File: src/rtl/calc_sequencer_if.sv
// Key-entry, register-bank and ALU connections of the calculator sequencer.
// slave = sequencer side, master = keypad/register-bank/ALU side.
interface calc_sequencer_if;
  localparam int unsigned KEY_W   = 4;
  localparam int unsigned DATA_W  = 8;
  localparam int unsigned ADDR_W  = 2;
  localparam int unsigned SEL_W   = 2;
  localparam int unsigned STATE_W = 3;

  logic                 key_valid;
  logic [KEY_W-1:0]     key_code;
  logic [DATA_W-1:0]    alu_result;
  logic                 alu_zero;
  logic                 reg_wr_en;
  logic [ADDR_W-1:0]    reg_wr_addr;
  logic [DATA_W-1:0]    reg_wr_data;
  logic [ADDR_W-1:0]    rd_a;
  logic [ADDR_W-1:0]    rd_b;
  logic [SEL_W-1:0]     alu_sel;
  logic [DATA_W-1:0]    result;
  logic                 result_zero;
  logic                 result_valid;
  logic                 busy;
  logic                 err;
  logic [STATE_W-1:0]   state_o;

  modport slave (
    input  key_valid, key_code, alu_result, alu_zero,
    output reg_wr_en, reg_wr_addr, reg_wr_data, rd_a, rd_b, alu_sel,
           result, result_zero, result_valid, busy, err, state_o
  );

  modport master (
    output key_valid, key_code, alu_result, alu_zero,
    input  reg_wr_en, reg_wr_addr, reg_wr_data, rd_a, rd_b, alu_sel,
           result, result_zero, result_valid, busy, err, state_o
  );
endinterface

File: src/rtl/calc_sequencer.sv
// Keypad-driven sequencer: loads operands into a register bank, runs one ALU op,
// writes the result back. Define CALC_CHAIN_EN to let an operator after a result reuse it as operand A.
module calc_sequencer #(
  parameter logic [1:0] A_ADDR   = 2'd0,
  parameter logic [1:0] B_ADDR   = 2'd1,
  parameter logic [1:0] RES_ADDR = 2'd2
) (
  input  logic              clk,
  input  logic              rst_n,
  calc_sequencer_if.slave   bus
);
  localparam int unsigned KEY_W   = 4;
  localparam int unsigned DATA_W  = 8;
  localparam int unsigned ADDR_W  = 2;
  localparam int unsigned SEL_W   = 2;
  localparam int unsigned STATE_W = 3;

  localparam logic [STATE_W-1:0] S_A    = 3'd0;
  localparam logic [STATE_W-1:0] S_OP   = 3'd1;
  localparam logic [STATE_W-1:0] S_B    = 3'd2;
  localparam logic [STATE_W-1:0] S_EQ   = 3'd3;
  localparam logic [STATE_W-1:0] S_EXEC = 3'd4;
  localparam logic [STATE_W-1:0] S_WB   = 3'd5;
  localparam logic [STATE_W-1:0] S_RES  = 3'd6;

  logic [STATE_W-1:0] state_q,        state_nxt;
  logic [ADDR_W-1:0]  src_a_q,        src_a_nxt;
  logic [SEL_W-1:0]   alu_sel_q,      alu_sel_nxt;
  logic [DATA_W-1:0]  result_q,       result_nxt;
  logic               result_zero_q,  result_zero_nxt;
  logic               result_valid_q, result_valid_nxt;
  logic               wr_en_q,        wr_en_nxt;
  logic [ADDR_W-1:0]  wr_addr_q,      wr_addr_nxt;
  logic [DATA_W-1:0]  wr_data_q,      wr_data_nxt;
  logic               busy_q,         busy_nxt;
  logic               err_q,          err_nxt;
  logic [ADDR_W-1:0]  rd_b_q;

  logic               is_digit, is_op, is_eq, is_clr;
  logic [SEL_W-1:0]   key_sel;
  logic [DATA_W-1:0]  key_data;

  // Key classification
  always_comb begin
    is_digit = (bus.key_code <= 4'd9);
    is_op    = (bus.key_code >= 4'hA) && (bus.key_code <= 4'hD);
    is_eq    = (bus.key_code == 4'hE);
    is_clr   = (bus.key_code == 4'hF);
    key_sel  = SEL_W'(bus.key_code - 4'hA);
    key_data = {(DATA_W-KEY_W)'(0), bus.key_code};
  end

  // Next-state and next-output logic
  always_comb begin
    state_nxt        = state_q;
    src_a_nxt        = src_a_q;
    alu_sel_nxt      = alu_sel_q;
    result_nxt       = result_q;
    result_zero_nxt  = result_zero_q;
    result_valid_nxt = 1'b0;
    wr_en_nxt        = 1'b0;
    wr_addr_nxt      = '0;
    wr_data_nxt      = '0;
    err_nxt          = 1'b0;
    busy_nxt         = 1'b0;

    case (state_q)
      S_EXEC: begin
        state_nxt        = S_WB;
        result_nxt       = bus.alu_result;
        result_zero_nxt  = bus.alu_zero;
        result_valid_nxt = 1'b1;
        wr_en_nxt        = 1'b1;
        wr_addr_nxt      = RES_ADDR;
        wr_data_nxt      = bus.alu_result;
      end
      S_WB: state_nxt = S_RES;
      S_A, S_OP, S_B, S_EQ, S_RES: begin
        if (bus.key_valid && is_clr) begin
          state_nxt       = S_A;
          result_nxt      = '0;
          result_zero_nxt = 1'b0;
          alu_sel_nxt     = '0;
          src_a_nxt       = A_ADDR;
        end else if (bus.key_valid) begin
          case (state_q)
            S_A: begin
              if (is_digit) begin
                wr_en_nxt   = 1'b1;
                wr_addr_nxt = A_ADDR;
                wr_data_nxt = key_data;
                state_nxt   = S_OP;
              end else begin
                err_nxt = 1'b1;
              end
            end
            S_OP: begin
              if (is_op) begin
                alu_sel_nxt = key_sel;
                state_nxt   = S_B;
              end else if (is_digit) begin
                wr_en_nxt   = 1'b1;
                wr_addr_nxt = A_ADDR;
                wr_data_nxt = key_data;
              end else begin
                err_nxt = 1'b1;
              end
            end
            S_B: begin
              if (is_digit) begin
                wr_en_nxt   = 1'b1;
                wr_addr_nxt = B_ADDR;
                wr_data_nxt = key_data;
                state_nxt   = S_EQ;
              end else if (is_op) begin
                alu_sel_nxt = key_sel;
              end else begin
                err_nxt = 1'b1;
              end
            end
            S_EQ: begin
              if (is_eq) begin
                state_nxt = S_EXEC;
              end else if (is_digit) begin
                wr_en_nxt   = 1'b1;
                wr_addr_nxt = B_ADDR;
                wr_data_nxt = key_data;
              end else begin
                alu_sel_nxt = key_sel;
              end
            end
            default: begin
              if (is_digit) begin
                src_a_nxt   = A_ADDR;
                wr_en_nxt   = 1'b1;
                wr_addr_nxt = A_ADDR;
                wr_data_nxt = key_data;
                state_nxt   = S_OP;
`ifdef CALC_CHAIN_EN
              end else if (is_op) begin
                alu_sel_nxt = key_sel;
                src_a_nxt   = RES_ADDR;
                state_nxt   = S_B;
`endif
              end else begin
                err_nxt = 1'b1;
              end
            end
          endcase
        end
      end
      default: state_nxt = S_A;
    endcase

    busy_nxt = (state_nxt == S_EXEC) || (state_nxt == S_WB);
  end

  // State and output registers; reset drops any pending write-back
  always_ff @(posedge clk or negedge rst_n) begin
    if (!rst_n) begin
      state_q        <= S_A;
      src_a_q        <= A_ADDR;
      rd_b_q         <= B_ADDR;
      alu_sel_q      <= '0;
      result_q       <= '0;
      result_zero_q  <= 1'b0;
      result_valid_q <= 1'b0;
      wr_en_q        <= 1'b0;
      wr_addr_q      <= '0;
      wr_data_q      <= '0;
      busy_q         <= 1'b0;
      err_q          <= 1'b0;
    end else begin
      state_q        <= state_nxt;
      src_a_q        <= src_a_nxt;
      rd_b_q         <= B_ADDR;
      alu_sel_q      <= alu_sel_nxt;
      result_q       <= result_nxt;
      result_zero_q  <= result_zero_nxt;
      result_valid_q <= result_valid_nxt;
      wr_en_q        <= wr_en_nxt;
      wr_addr_q      <= wr_addr_nxt;
      wr_data_q      <= wr_data_nxt;
      busy_q         <= busy_nxt;
      err_q          <= err_nxt;
    end
  end

  assign bus.reg_wr_en    = wr_en_q;
  assign bus.reg_wr_addr  = wr_addr_q;
  assign bus.reg_wr_data  = wr_data_q;
  assign bus.rd_a         = src_a_q;
  assign bus.rd_b         = rd_b_q;
  assign bus.alu_sel      = alu_sel_q;
  assign bus.result       = result_q;
  assign bus.result_zero  = result_zero_q;
  assign bus.result_valid = result_valid_q;
  assign bus.busy         = busy_q;
  assign bus.err          = err_q;
  assign bus.state_o      = state_q;
endmodule
File: src/flat_wrapper.sv
// flat-port wrapper written by rule: the top's interface ports become plain ports
module calc_sequencer_flat 
#(
  parameter logic [1:0] A_ADDR   = 2'd0,
  parameter logic [1:0] B_ADDR   = 2'd1,
  parameter logic [1:0] RES_ADDR = 2'd2
)
  (clk, rst_n, bus_key_valid, bus_key_code, bus_alu_result, bus_alu_zero, bus_reg_wr_en, bus_reg_wr_addr, bus_reg_wr_data, bus_rd_a, bus_rd_b, bus_alu_sel, bus_result, bus_result_zero, bus_result_valid, bus_busy, bus_err, bus_state_o);
  calc_sequencer_if bus_i ();
  input  logic clk;
  input  logic rst_n;
  input wire logic [$bits(bus_i.key_valid)-1:0] bus_key_valid;
  input wire logic [$bits(bus_i.key_code)-1:0] bus_key_code;
  input wire logic [$bits(bus_i.alu_result)-1:0] bus_alu_result;
  input wire logic [$bits(bus_i.alu_zero)-1:0] bus_alu_zero;
  output wire logic [$bits(bus_i.reg_wr_en)-1:0] bus_reg_wr_en;
  output wire logic [$bits(bus_i.reg_wr_addr)-1:0] bus_reg_wr_addr;
  output wire logic [$bits(bus_i.reg_wr_data)-1:0] bus_reg_wr_data;
  output wire logic [$bits(bus_i.rd_a)-1:0] bus_rd_a;
  output wire logic [$bits(bus_i.rd_b)-1:0] bus_rd_b;
  output wire logic [$bits(bus_i.alu_sel)-1:0] bus_alu_sel;
  output wire logic [$bits(bus_i.result)-1:0] bus_result;
  output wire logic [$bits(bus_i.result_zero)-1:0] bus_result_zero;
  output wire logic [$bits(bus_i.result_valid)-1:0] bus_result_valid;
  output wire logic [$bits(bus_i.busy)-1:0] bus_busy;
  output wire logic [$bits(bus_i.err)-1:0] bus_err;
  output wire logic [$bits(bus_i.state_o)-1:0] bus_state_o;
  assign bus_i.key_valid = bus_key_valid;
  assign bus_i.key_code = bus_key_code;
  assign bus_i.alu_result = bus_alu_result;
  assign bus_i.alu_zero = bus_alu_zero;
  assign bus_reg_wr_en = bus_i.reg_wr_en;
  assign bus_reg_wr_addr = bus_i.reg_wr_addr;
  assign bus_reg_wr_data = bus_i.reg_wr_data;
  assign bus_rd_a = bus_i.rd_a;
  assign bus_rd_b = bus_i.rd_b;
  assign bus_alu_sel = bus_i.alu_sel;
  assign bus_result = bus_i.result;
  assign bus_result_zero = bus_i.result_zero;
  assign bus_result_valid = bus_i.result_valid;
  assign bus_busy = bus_i.busy;
  assign bus_err = bus_i.err;
  assign bus_state_o = bus_i.state_o;
  calc_sequencer #(.A_ADDR(A_ADDR), .B_ADDR(B_ADDR), .RES_ADDR(RES_ADDR)) u_core (.clk(clk), .rst_n(rst_n), .bus(bus_i));
endmodule
File: config.mk
export PLATFORM = sky130hd
export DESIGN_NAME = calc_sequencer_flat
export DESIGN_NICKNAME = d
export VERILOG_FILES = /design/src/rtl/calc_sequencer_if.sv /design/src/rtl/calc_sequencer.sv /design/src/flat_wrapper.sv
export SDC_FILE = /design/constraint.sdc
export NUM_CORES = 1
export LEC_CHECK = 0
export CAP_MARGIN = 0
export CORE_AREA = 10 10 69 66
export CTS_CLUSTER_DIAMETER = 100
export CTS_CLUSTER_SIZE = 20
export DETAILED_ROUTE_END_ITERATION = 8
export DIE_AREA = 0 0 79 76
export PLACE_DENSITY_LB_ADDON = 0.25
export SLEW_MARGIN = 0
export SYNTH_ARGS = -nofsm -noshare
export SYNTH_HDL_FRONTEND = slang
export SYNTH_SLANG_ARGS = --single-unit
File: constraint.sdc
create_clock -name clk -period 4.1 [get_ports clk]
set_input_delay 0.82 -clock clk [delete_from_list [all_inputs] [get_ports clk]]
set_output_delay 0.82 -clock clk [all_outputs]
set_load 0.05 [all_outputs]
==> results.md <==
| Quantity | Reported | Unit |
| --- | --- | --- |
| Initial antenna violation count | 0 | - |
| Worst setup skew after layout | 0.002608 | ns |
| Clock latency of the later-clocked register in the worst-skew pair | 0.33 | ns |
| Max stage delay cell, worst path | sky130_fd_sc_hd__clkdlybuf4s50_1 | - |
| First-iteration detailed-routing DRC count | 85 | - |
| Width of the die | 79 | um |
| Classification of the worst-slack hold path | register to register | - |
| Total count of max-transition violations in the final report | 0 | - |
| CTS tree | yes | - |
| Fill cell count | 307 | - |
| Number of cells traversed by the worst register-to-register path | 4 | - |
| Static leakage | 0.7856 | nW |
| Sum of routed wire length over all layers | 3.045 | mm |
| Nets@finish | 164 | - |
| Power Density | 712.3 | nW/um^2 |
| CP Launch Point | u_core.bus.state_o[1] | - |
| Number of buffers created by CTS | 3 | - |
| Layout Area Growth over Synthesis | 37.63 | % |
| Cells traversed along the worst timing path | clkdlybuf4s50_1 | - |
| Mapped Cells | 109 | - |
| Endpoint of the lowest-slack register-to-register path | u_core.bus.result[5] | - |
| Total overflow reported by the global router | 0 | - |
| Number of buffer and inverter stages on the critical path | 1 | - |
| Clock transition at the registers of the reported paths | 0.15 | ns |
| DRC violations left | 0 | - |
| Setup TNS | 0 | ns |
| FF+latch area | 675.6 | um^2 |
| Synthesis Warnings | 0 | - |
| Maximum level of the CTS H-tree | 1 | - |
| Floorplan core area | 3203 | um^2 |
| DRT antenna net count | 0 | - |
| Required time worst endpoint | 3.28 | ns |
| # hold bufs at CTS | 0 | - |
| Half-perimeter wire length after detailed placement | 2.255 | mm |
| Maximum root-to-sink buffer count | 2 | - |
| Post-layout worst setup margin | 1.420 | ns |
| Avg Vias per Cell | 5.099 | - |
| Number of global-route vias before repair | 1,031 | - |
| Cells taking the most area after synthesis | sky130_fd_sc_hd__dfrtp_1, sky130_fd_sc_hd__a22o_1, sky130_fd_sc_hd__a21o_1 | - |
| Start of the worst register-to-register path | u_core.bus.state_o[1] | - |
| Max-Slew Margin vs Limit | 0.3157 | - |
| Distinct cells, synth | 33 | - |
| Worst setup slack before clock tree synthesis | 1.552 | ns |
| Highest achievable clock rate | 373.1 | MHz |
| Synth area leader | sky130_fd_sc_hd__dfrtp_1 | - |
| Routability congestion estimate | 0.8197 | - |
| Transition time of the tightest slew-check pin | 1.023 | ns |
| Portion of synthesized cell area occupied by the leading cell type | 0.5613 | - |
| Minimum setup slack among reg-to-reg paths | 2.12 | ns |
| Mean instance size in the synthesized netlist | 11.04 | um^2 |
| Startpoint of the lowest-slack hold path | u_core.bus.result[4] | - |
| Depth of the critical timing path with buffers and inverters included | 1 | - |
| Die area | 6004 | um^2 |
| Worst EP arrival | 1.86 | ns |
| # Post-CTS Setup Buffers | 0 | - |
| Initial core utilization | 0.3758 | - |
| Count of antenna diodes in the layout | 0 | - |
| Number of rows in the core area | 20 | - |
| Total of buffers placed on input and output ports | 43 | - |
| Highest net fanout along the worst path | 16 | - |
| Post-route standard cell area excluding fillers | 1657 | um^2 |
| Peak per-stage delay on the critical path | 0.89 | ns |
| Number of vias in the routed layout | 974 | - |
| RSZ-0062 raised after global routing | no | - |
| Sink count of the clock tree | 27 | - |
| Startpoint type of the worst setup path | register | - |
| Pin count of the biggest net entering global routing | 28 | - |
| Cell area after technology mapping | 1204 | um^2 |
| Peak ir drop on the vdd network | 0.0002783 | V |
| Share of the clock period used by the worst path after layout | 0.6537 | - |
| Count of instances resized after the clock tree is built | 0 | - |
| Commonest non-fill, non-tap cells in the layout | sky130_fd_sc_hd__clkdlybuf4s50_1, sky130_fd_sc_hd__dfrtp_1, sky130_fd_sc_hd__a22o_1 | - |
| Global-route wire length before repair | 4.974 | mm |
| Endpoint of the worst setup timing path | bus_state_o[1] | - |
| CP delay by family, top | buffers and inverters | - |
| Boundary Pins | 48 | - |
| Root Buffer Master | sky130_fd_sc_hd__clkbuf_4 | - |
| Most common library cell in the layout ignoring fill and taps | sky130_fd_sc_hd__clkdlybuf4s50_1 | - |
| Dpl cell area | 1627 | um^2 |
| Final Critical Period | 2.680 | ns |
| Setup crit end kind | output pin | - |
| Ratio of cells with drive above 1 in the final layout | 0.03401 | - |
| Worst Setup Path Type | register to output pin | - |
| Count of TritonRoute iterations in the first routing pass | 5 | - |
| Final setup vio count | 0 | - |
| Flop and latch count out of synthesis | 27 | - |
| Overall track demand over capacity in global routing | 0.1012 | - |
| Max_cap viols | 0 | - |
| Total area of multi-input combinational cells | 446.7 | um^2 |
| Result of the run | complete, no violations | - |
| Routed length per placed instance | 15.94 | um |
| Register area share after synthesis | 0.5613 | - |
| Number of hold-slack violations in the final timing report | 0 | - |
| Height of the chip | 76 | um |
how the worst min path moves through the flow:
stage	to	slack, ns	cells after the start
final	u_core.bus.result[4]	0.50	1
after global routing	u_core.bus.result[5]	0.51	1
after CTS	u_core.bus.result[4]	0.50	1
after detailed placement	u_core.bus.result[7]	0.47	1
after global placement	u_core.bus.result[4]	0.46	1
after floorplan	u_core.bus.alu_sel[0]	0.52	0
flip-flops by register name, summed over array words and instances (netlist names):
signal	flops
u_core.bus.reg_wr_data	8
u_core.bus.result	8
u_core.bus.state_o	3
u_core.bus.alu_sel	2
u_core.bus.busy	1
u_core.bus.err	1
u_core.bus.reg_wr_addr	1
u_core.bus.reg_wr_en	1
u_core.bus.result_valid	1
u_core.bus.result_zero	1
synthesized netlist by cell type:
master,n
sky130_fd_sc_hd__a211oi_1,1
sky130_fd_sc_hd__a21o_1,7
sky130_fd_sc_hd__a21oi_1,3
sky130_fd_sc_hd__a22o_1,9
sky130_fd_sc_hd__a22oi_1,1
sky130_fd_sc_hd__a2bb2oi_1,1
sky130_fd_sc_hd__a31o_1,1
sky130_fd_sc_hd__a31oi_1,1
sky130_fd_sc_hd__a32o_1,3
sky130_fd_sc_hd__and2_1,4
sky130_fd_sc_hd__and3_1,4
sky130_fd_sc_hd__and4_1,1
sky130_fd_sc_hd__buf_2,5
sky130_fd_sc_hd__buf_4,5
sky130_fd_sc_hd__buf_6,1
sky130_fd_sc_hd__clkbuf_1,1
sky130_fd_sc_hd__conb_1,2
sky130_fd_sc_hd__dfrtp_1,27
sky130_fd_sc_hd__inv_1,3
sky130_fd_sc_hd__nand2_1,4
sky130_fd_sc_hd__nand2b_1,2
sky130_fd_sc_hd__nand3_1,2
sky130_fd_sc_hd__nand4_1,2
sky130_fd_sc_hd__nor2_1,8
sky130_fd_sc_hd__nor2b_1,1
sky130_fd_sc_hd__nor3b_1,1
sky130_fd_sc_hd__o21ai_0,2
sky130_fd_sc_hd__o21ai_1,2
sky130_fd_sc_hd__o21ba_1,1
sky130_fd_sc_hd__o21bai_1,1
sky130_fd_sc_hd__o22a_1,1
sky130_fd_sc_hd__o311ai_1,1
sky130_fd_sc_hd__xor2_1,1
logic make-up (layout without fill, tap and decap cells):
logic type      after synthesis  after routing  synth area share
compound gates               35             35            0.2245
other cells                   2              4          0.006239
simple gates                 29             29            0.1268
xor+xnor                      1              1          0.007278
buf+inv                      15             51           0.07380
flops                        27             27            0.5613
stage by stage:
stage	utilization	instances	hold slack, ns	total power [mW]
after global routing	0.5172	191	0.5133	1.241
after floorplan	-	111	0.5244	0.8580
after detailed placement	0.5078	187	0.4651	1.071
after global placement	0.5078	187	0.4600	1.063
after CTS	0.5172	191	0.5041	1.190
final	0.5172	191	0.4996	1.180
routing by layer:
layer / wire, um / vias up / GRT usage / share of wire
met5: 0 / - / 0 / 0
met4: 59 / 0 / 0.05556 / 0.019
met3: 236 / 7 / 0.03302 / 0.078
met2: 1406 / 42 / 0.1550 / 0.46
met1: 1341 / 470 / 0.1212 / 0.44
li1: - / 455 / - / -
worst reg2reg max path: stages (launching register included):
cell	delay, ns
sky130_fd_sc_hd__dfrtp_1	0.56
sky130_fd_sc_hd__nand2b_1	0.24
sky130_fd_sc_hd__nor2_1	0.78
sky130_fd_sc_hd__and2_1	0.27
sky130_fd_sc_hd__a21o_1	0.09
layout make-up:
| cell class | count | area share |
|---|---|---|
| well taps | 44 | 0.03323 |
| inverters | 3 | 0.006798 |
| clock inverters | 1 | 0.004532 |
| clock buffers | 3 | 0.01360 |
| flip-flops and latches | 27 | 0.4079 |
| repair buffers | 44 | 0.2644 |
| multi-input cells | 69 | 0.2696 |
report_power, final:
part	internal, mW	switching, mW
clock network	0.0373	0.0824
registers	0.343	0.0769
logic	0.233	0.408
total	0.613	0.567
(Power assumes the default switching activity.)
